$ cat config.mk
export PLATFORM = sky130hd
export DESIGN_NAME = mult_arbiter
export DESIGN_NICKNAME = d
export VERILOG_FILES = /design/src/rtl/mult_arbiter.sv
export SDC_FILE = /design/constraint.sdc
export NUM_CORES = 1
export LEC_CHECK = 0
export BUFFER_PORTS_ARGS = -buffer_cell sky130_fd_sc_hd__buf_2
export CORE_MARGIN = 1
export CORE_UTILIZATION = 29
export CTS_CLUSTER_DIAMETER = 80
export CTS_CLUSTER_SIZE = 28
export DETAILED_ROUTE_END_ITERATION = 16
export PLACE_DENSITY = 0.63
export SLEW_MARGIN = 20
export SYNTH_ARGS = -nofsm -noshare
export SYNTH_HDL_FRONTEND = slang
export SYNTH_SLANG_ARGS = --single-unit
$ cat constraint.sdc
create_clock -name clk -period 4.3 [get_ports clk]
set_clock_uncertainty 0.1 [all_clocks]
set_input_delay 0.215 -clock clk [delete_from_list [all_inputs] [get_ports clk]]
set_output_delay 0.215 -clock clk [all_outputs]
set_load 0.02 [all_outputs]
$ cat src/rtl/mult_arbiter.sv
// mult_arbiter: round-robin front end that shares one sequential 4x4
// shift-add multiplier among NREQ requesters. The winning requester's
// operands are latched, the multiplier is started and its done is awaited
// (with a stale-done mask and a timeout). The 9-bit product is then
// returned, tagged with the requester id.
module mult_arbiter #(
    parameter int unsigned NREQ     = 4,
    parameter int unsigned IDW      = 2,
    parameter int unsigned MIN_WAIT = 2,
    parameter int unsigned TIMEOUT  = 32
) (
    input  logic              clk,
    input  logic              rst,
    input  logic [NREQ-1:0]   req,
    input  logic [4*NREQ-1:0] req_a,
    input  logic [4*NREQ-1:0] req_b,
    output logic [NREQ-1:0]   gnt,
    output logic              busy,
    output logic              resp_valid,
    output logic [IDW-1:0]    resp_id,
    output logic [8:0]        resp_prod,
    output logic              resp_err,
    output logic              mul_st,
    output logic [3:0]        mul_mplier,
    output logic [3:0]        mul_mcand,
    input  logic [8:0]        mul_prod,
    input  logic              mul_done
);

    localparam int unsigned CW = (TIMEOUT > 2) ? $clog2(TIMEOUT) : 1;
    localparam logic [CW-1:0] MIN_CNT  = CW'(MIN_WAIT);
    localparam logic [CW-1:0] LAST_CNT = CW'(TIMEOUT - 1);

    typedef enum logic [1:0] {
        S_IDLE,
        S_START,
        S_WAIT,
        S_RESP
    } state_t;

    state_t          state;
    logic [IDW-1:0]  ptr;
    logic [IDW-1:0]  cur_id;
    logic [CW-1:0]   cnt;
    logic [IDW-1:0]  win;
    logic            found;
    logic [3:0]      sel_a;
    logic [3:0]      sel_b;

    // Round-robin search: first set request after the last-served slot.
    always_comb begin
        int unsigned idx;
        win   = '0;
        found = 1'b0;
        idx   = 0;
        for (int unsigned k = 1; k <= NREQ; k++) begin
            idx = (32'(ptr) + k) % NREQ;
            if (!found && req[idx[IDW-1:0]]) begin
                found = 1'b1;
                win   = idx[IDW-1:0];
            end
        end
    end

    // Operand mux for the current winner.
    always_comb begin
        sel_a = '0;
        sel_b = '0;
        for (int unsigned i = 0; i < NREQ; i++) begin
            if (IDW'(i) == win) begin
                sel_a = req_a[4*i +: 4];
                sel_b = req_b[4*i +: 4];
            end
        end
    end

    // Grant is combinational from IDLE and the live request vector; it is
    // suppressed while reset is asserted so gnt reads zero during reset.
    always_comb begin
        gnt = '0;
        if (state == S_IDLE && !rst && found) begin
            gnt[win] = 1'b1;
        end
    end

    // Control FSM; every output other than gnt is a register.
    always_ff @(posedge clk) begin
        if (rst) begin
            state      <= S_IDLE;
            ptr        <= IDW'(NREQ - 1);
            cur_id     <= '0;
            cnt        <= '0;
            busy       <= 1'b0;
            resp_valid <= 1'b0;
            resp_id    <= '0;
            resp_prod  <= '0;
            resp_err   <= 1'b0;
            mul_st     <= 1'b1;
            mul_mplier <= '0;
            mul_mcand  <= '0;
        end else begin
            resp_valid <= 1'b0;
            mul_st     <= 1'b0;
            case (state)
                S_IDLE: begin
                    if (found) begin
                        cur_id     <= win;
                        mul_mplier <= sel_a;
                        mul_mcand  <= sel_b;
                        mul_st     <= 1'b1;
                        busy       <= 1'b1;
                        state      <= S_START;
                    end
                end
                S_START: begin
                    cnt   <= '0;
                    state <= S_WAIT;
                end
                S_WAIT: begin
                    cnt <= cnt + 1'b1;
                    // A done seen before MIN_WAIT may be left over from the
                    // previous operation; an accepted done beats the timeout.
                    if (cnt >= MIN_CNT && mul_done) begin
                        resp_prod  <= mul_prod;
                        resp_err   <= 1'b0;
                        resp_id    <= cur_id;
                        resp_valid <= 1'b1;
                        state      <= S_RESP;
                    end else if (cnt == LAST_CNT) begin
                        resp_prod  <= '0;
                        resp_err   <= 1'b1;
                        resp_id    <= cur_id;
                        resp_valid <= 1'b1;
                        state      <= S_RESP;
                    end
                end
                S_RESP: begin
                    ptr   <= cur_id;
                    busy  <= 1'b0;
                    state <= S_IDLE;
                end
                default: state <= S_IDLE;
            endcase
        end
    end

endmodule
# Yosys cells after proc, flatten, opt, wreduce, memory -nomap -nowiden
# Cells that the tools add are included.
# W data, S select, Z words.
[word_totals]
reg_bits = 34
inputBits = 48
out_inout_bits = 27
[classes]
n_addsub = 5
order_cmp = 7
n_eq_ne = 9
mux = 44
bitwise = 1
n_reduce_logical = 21
[ops]
columns = ["cell", "count"]
rows = [
  ["$mux W4", 9],
  ["$mux W2", 9],
  ["$mux W9", 2],
  ["$mux W1", 16],
  ["$lt A2 B3 Y1 const B", 5],
  ["$pmux W5 S2", 1],
  ["$bmux W1 S2", 4],
  ["$pmux W2 S4", 1],
  ["$reduce_and A2 Y1", 4],
  ["$logic_and A1 B1 Y1", 7],
  ["$reduce_bool A2 Y1", 3],
  ["$add A5 B1 Y5 const B", 1],
  ["$eq A5 B5 Y1 const B", 1],
  ["$ge A5 B2 Y1 const B", 1],
  ["$add A2 B1 Y2 const B", 2],
  ["$add A2 B2 Y2 const B", 2],
  ["$eq A2 B2 Y1 const A", 2],
  ["$eq A2 B2 Y1 const B", 2],
  ["$logic_not A1 Y1", 4],
  ["$logic_not A2 Y1", 2],
  ["$ne A3 B3 Y1 const B", 1],
  ["$demux W1 S2", 1],
  ["$eq A1 B2 Y1 const A", 1],
  ["$eq A2 B1 Y1 const B", 1],
  ["other kinds (5)", 5],
]

# Depth between registers and ports, before layout
[logic_depth]
depth_word = 18
mapped_depth = 8
depth_no_buf = 7

# Worst setup path before layout
# Ideal clock, no wire load.
[synth_path]
path_kind = "reg-to-reg"
startpoint = "register cnt[0]"
endpoint = "register resp_prod[0]"
arrival_time_ns = 1.686
required_time_ns = 4.072
slack_ns = 2.386
path_stages_with_launch = 9
path_buffers = 1
synth_period_minus_slack_ns = 1.914
cell_sequence = "dfxtp_1 -> inv_1 -> ha_1 -> or4_1 -> o21a_1 -> and2_1 -> clkbuf_1 -> a22oi_1 -> nor2_1"
[synth_via]
elab_chain_cells = 4
elab_cells_between_ends = 6
classes_between = "1 x order compare; 1 x eq/ne; 1 x mux; 3 x reduce/logical"
[synth_rtl]
columns = ["item", "line_no", "source"]
rows = [
  ["start: declaration", "44", "logic [CW-1:0] cnt;"],
  ["start signal: assignment", "120", "cnt <= cnt + 1'b1;"],
  ["$ge A5 B2 Y1", "123", "if (cnt >= MIN_CNT && mul_done) begin"],
  ["$logic_and A1 B1 Y1", "123", ""],
  ["$reduce_bool A2 Y1 (no line)", "--", ""],
  ["$reduce_and A2 Y1 (no line)", "--", ""],
  ["end signal: assignment", "124", "resp_prod <= mul_prod;"],
  ["end: declaration", "21", "output logic [8:0] resp_prod,"],
]
# Parallel ways exist; a longest one is shown, timed or not.
# A chain may end at the register's enable or synchronous reset.

# Worst setup path in the final report
[layout_path]
startpoint = "register state[0]"
endpoint = "output port gnt[1]"
[layout_via]
elab_chain_cells = 4
[layout_rtl]
columns = ["item", "line_no", "source"]
rows = [
  ["start: declaration", "41", "state_t state;"],
  ["start signal: assignment", "89", "state <= S_IDLE;"],
  ["start signal: assignment", "112", "state <= S_START;"],
  ["start signal: assignment", "117", "state <= S_WAIT;"],
  ["$logic_not A2 Y1", "81", "if (state == S_IDLE && !rst && found) begin"],
  ["$logic_and A1 B1 Y1 (2 in a row)", "81", ""],
  ["$mux W4", "81", ""],
  ["end: declaration", "17", "output logic [NREQ-1:0] gnt,"],
]
# No other way between the ends.

==> reports/results.ini <==
[clock_network]
cts_hold_buf = 0
clk_path_buf_depth = 2
post_cts_buffers = 0
htreeDepth = 2
cts_tree = done
cts_made_buffers = 5
clock_latency_ns = 0.28
cts_sinks = 34
cts_root_buffer = clkbuf_8
clk_pin_slew_ns = 0.07
cts_resized = 0

[detailed_routing]
drc = 0
drtAntennaViolNets = 0
drtIter0Drc = 54
drt-total-wl_mm = 4.68
wl_per_cell_microns = 13.3
dr.pass1.iters = 4
vias = 1740
vias_per_cell = 4.93

[power]
peakVddDrop_uv = 177
p_leak_nw = 1.03
finalPower_mw = 1.08
powerDensity_nw_per_um2 = 477

[sta]
slew_viol_final = 0
slew_headroom = 0.411
fin_crit_ns = 2.74
worstMarginPinSlew_ns = 0.881
setup-violations-final = 0
min_period_over_period = 0.638
tns_ns = 0
final-hold-violation-count = 0
fmax_ghz = 0.365
rsz0062_at_grt = false

[yosys]
synth_edf_count = 0
yosys.area.top_type = dfxtp_1
synthFlopType = dfxtp_1
synth_area_leaders = dfxtp_1 (39%), nor2_1 (7.5%), a2bb2oi_1 (4.5%)
ys_ff_latch = 34
synth_cell_types = 43
synthCells = 207
avgSynthCellArea_sq_um = 8.51
synth_nets = 261
synth_seq_area_share = 0.386
async_reset_ff_frac = 0
yosys.area.top_type_share = 0.386
netlist_area_sq_um = 1760
synth_warnings = 0

[final_layout]
finalNonFillerCells = 353
drive_gt1_frac = 0.335
mostFrequentLayoutCell = buf_2
nets = 332
fill_cells = 630
area_growth_pct = 28.6
num_antenna_cells = 0
final_cell_mix = buf_2 (74), nor2_1 (35), dfxtp_1 (34), nand2_1 (20)

[hold_path]
min_path_type = in2reg
hold_path.startpoint = mul_prod[7]

[floorplan]
start_util = 0.299
core_region_area_sq_um = 5890
fp.dieW_microns = 79.9
io_pins = 75
die_area_sq_um = 6390
num_rows = 28
die_h_microns = 79.9

[worst_setup_path]
max_stage_delay_ns = 0.75
startpoint_type = flip-flop
crit_required_ns = 3.98
cpMaxStageDelayCell = a21boi_1
rr_startpoint = cnt[0]
crit_chain = inv_1 > ha_1 > a21boi_1 > nand2b_1 > nor3_1 > buf_2
critPathCaptureType = output port
startpoint = state[0]
crit_path_max_fanout = 12
crit_type = reg2out
crit_arrival_ns = 2.43

[grt]
grt_pass1_vias = 1636
grt_max_degree = 35
grt-ovfl-total = 0
grt_usage = 0.149
grt_first_pass_wirelength_mm = 7.47
antenna_found_initial = 0

[place]
port_buffers = 74
dpl.cell_count = 346
dp_hpwl_mm = 3.50
gp_congestion = 0.838

[status]
outcome = finished clean

[job]
cap_violations = 0

-- power breakdown --
| group | leakage [nW] | switching [mW] | internal (mW) |
|---|---|---|---|
| clock network | 0.0438 | 0.112 | 0.109 |
| registers | 0.277 | 0.0458 | 0.374 |
| logic | 0.709 | 0.264 | 0.176 |
| total | 1.03 | 0.422 | 0.658 |
-- area by class of cell --
type	count	area, sq um	share of cell area
multi-input cells	157	1020	0.450
inverters	6	22.5	0.00994
repair buffers	74	370	0.164
flip-flops and latches	34	681	0.301
well taps	75	93.8	0.0414
clock inverters	2	10.0	0.00442
clock buffers	5	68.8	0.0304
-- metrics by stage --
step | area (sq um) | util | worst slack (ns) | hold WS (ns)
2_1_floorplan | 1760 | - | 2.39 | 0.263
3_3_place_gp | 2190 | 0.371 | 1.91 | 0.349
3_5_place_dp | 2190 | 0.371 | 1.84 | 0.356
4_1_cts | 2260 | 0.385 | 1.54 | 0.0652
5_1_grt | 2260 | 0.385 | 1.36 | 0.0743
6_report | 2260 | 0.385 | 1.56 | 0.0721
-- sequential cells by signal, summed over array words and instances (netlist names) --
| register | count |
|---|---|
| cur_id | 2 |
| mul_mplier | 4 |
| resp_prod | 9 |
| ptr | 2 |
| cnt | 5 |
| resp_err | 1 |
| busy | 1 |
| resp_valid | 1 |
| state | 2 |
| resp_id | 2 |
| mul_st | 1 |
| mul_mcand | 4 |
-- cell families (layout without fill, tap and decap cells) --
family,Yosys count,in the layout,share of synthesized area
compound gates,62,62,0.285
fa+ha+maj,6,6,0.0426
buf+inv,16,87,0.0355
flops,34,34,0.386
mux,5,5,0.0341
simple gates,84,84,0.217
-- synthesized netlist by cell type, types with 3 or more instances --
cell        n
nor2_1     35
dfxtp_1    34
nand2_1    20
a21oi_1     9
a22oi_1     9
a2bb2oi_1   9
nor3_1      9
clkbuf_1    8
ha_1        6
inv_1       6
o22ai_1     5
nor2b_1     4
o211ai_1    4
mux2i_1     3
nand2b_1    3
nand3_1     3
o21ai_0     3
o31ai_2     3
-- worst paths after layout --
check	cells after the start	slack [ns]	end
worst max register to register	7	2.05	resp_id[0]
worst min-delay path	3	0.07	resp_prod[7]
worst max-delay path	6	1.56	gnt[1]
worst min register to register	2	0.38	mul_mplier[1]
-- critical path, delay by kind of cell, from the launching register on --
kind | cells | cell delay, ns
buffers and inverters | 2 | 0.27
AND/OR/NAND/NOR | 2 | 0.57
flip-flops | 1 | 0.33
AO/OA/AOI/OAI | 1 | 0.75
adder cells (fa/ha/maj) | 1 | 0.24
-- routing by layer --
layer	share of wire	vias to the layer above	GRT usage	wire length (microns)
li1	-	890	-	-
met1	0.48	794	0.181	2240
met2	0.45	50	0.253	2120
met3	0.059	6	0.0446	276
met4	0.0085	0	0.0429	40
met5	0	-	0	0
Power figures use the tool's default switching activity.
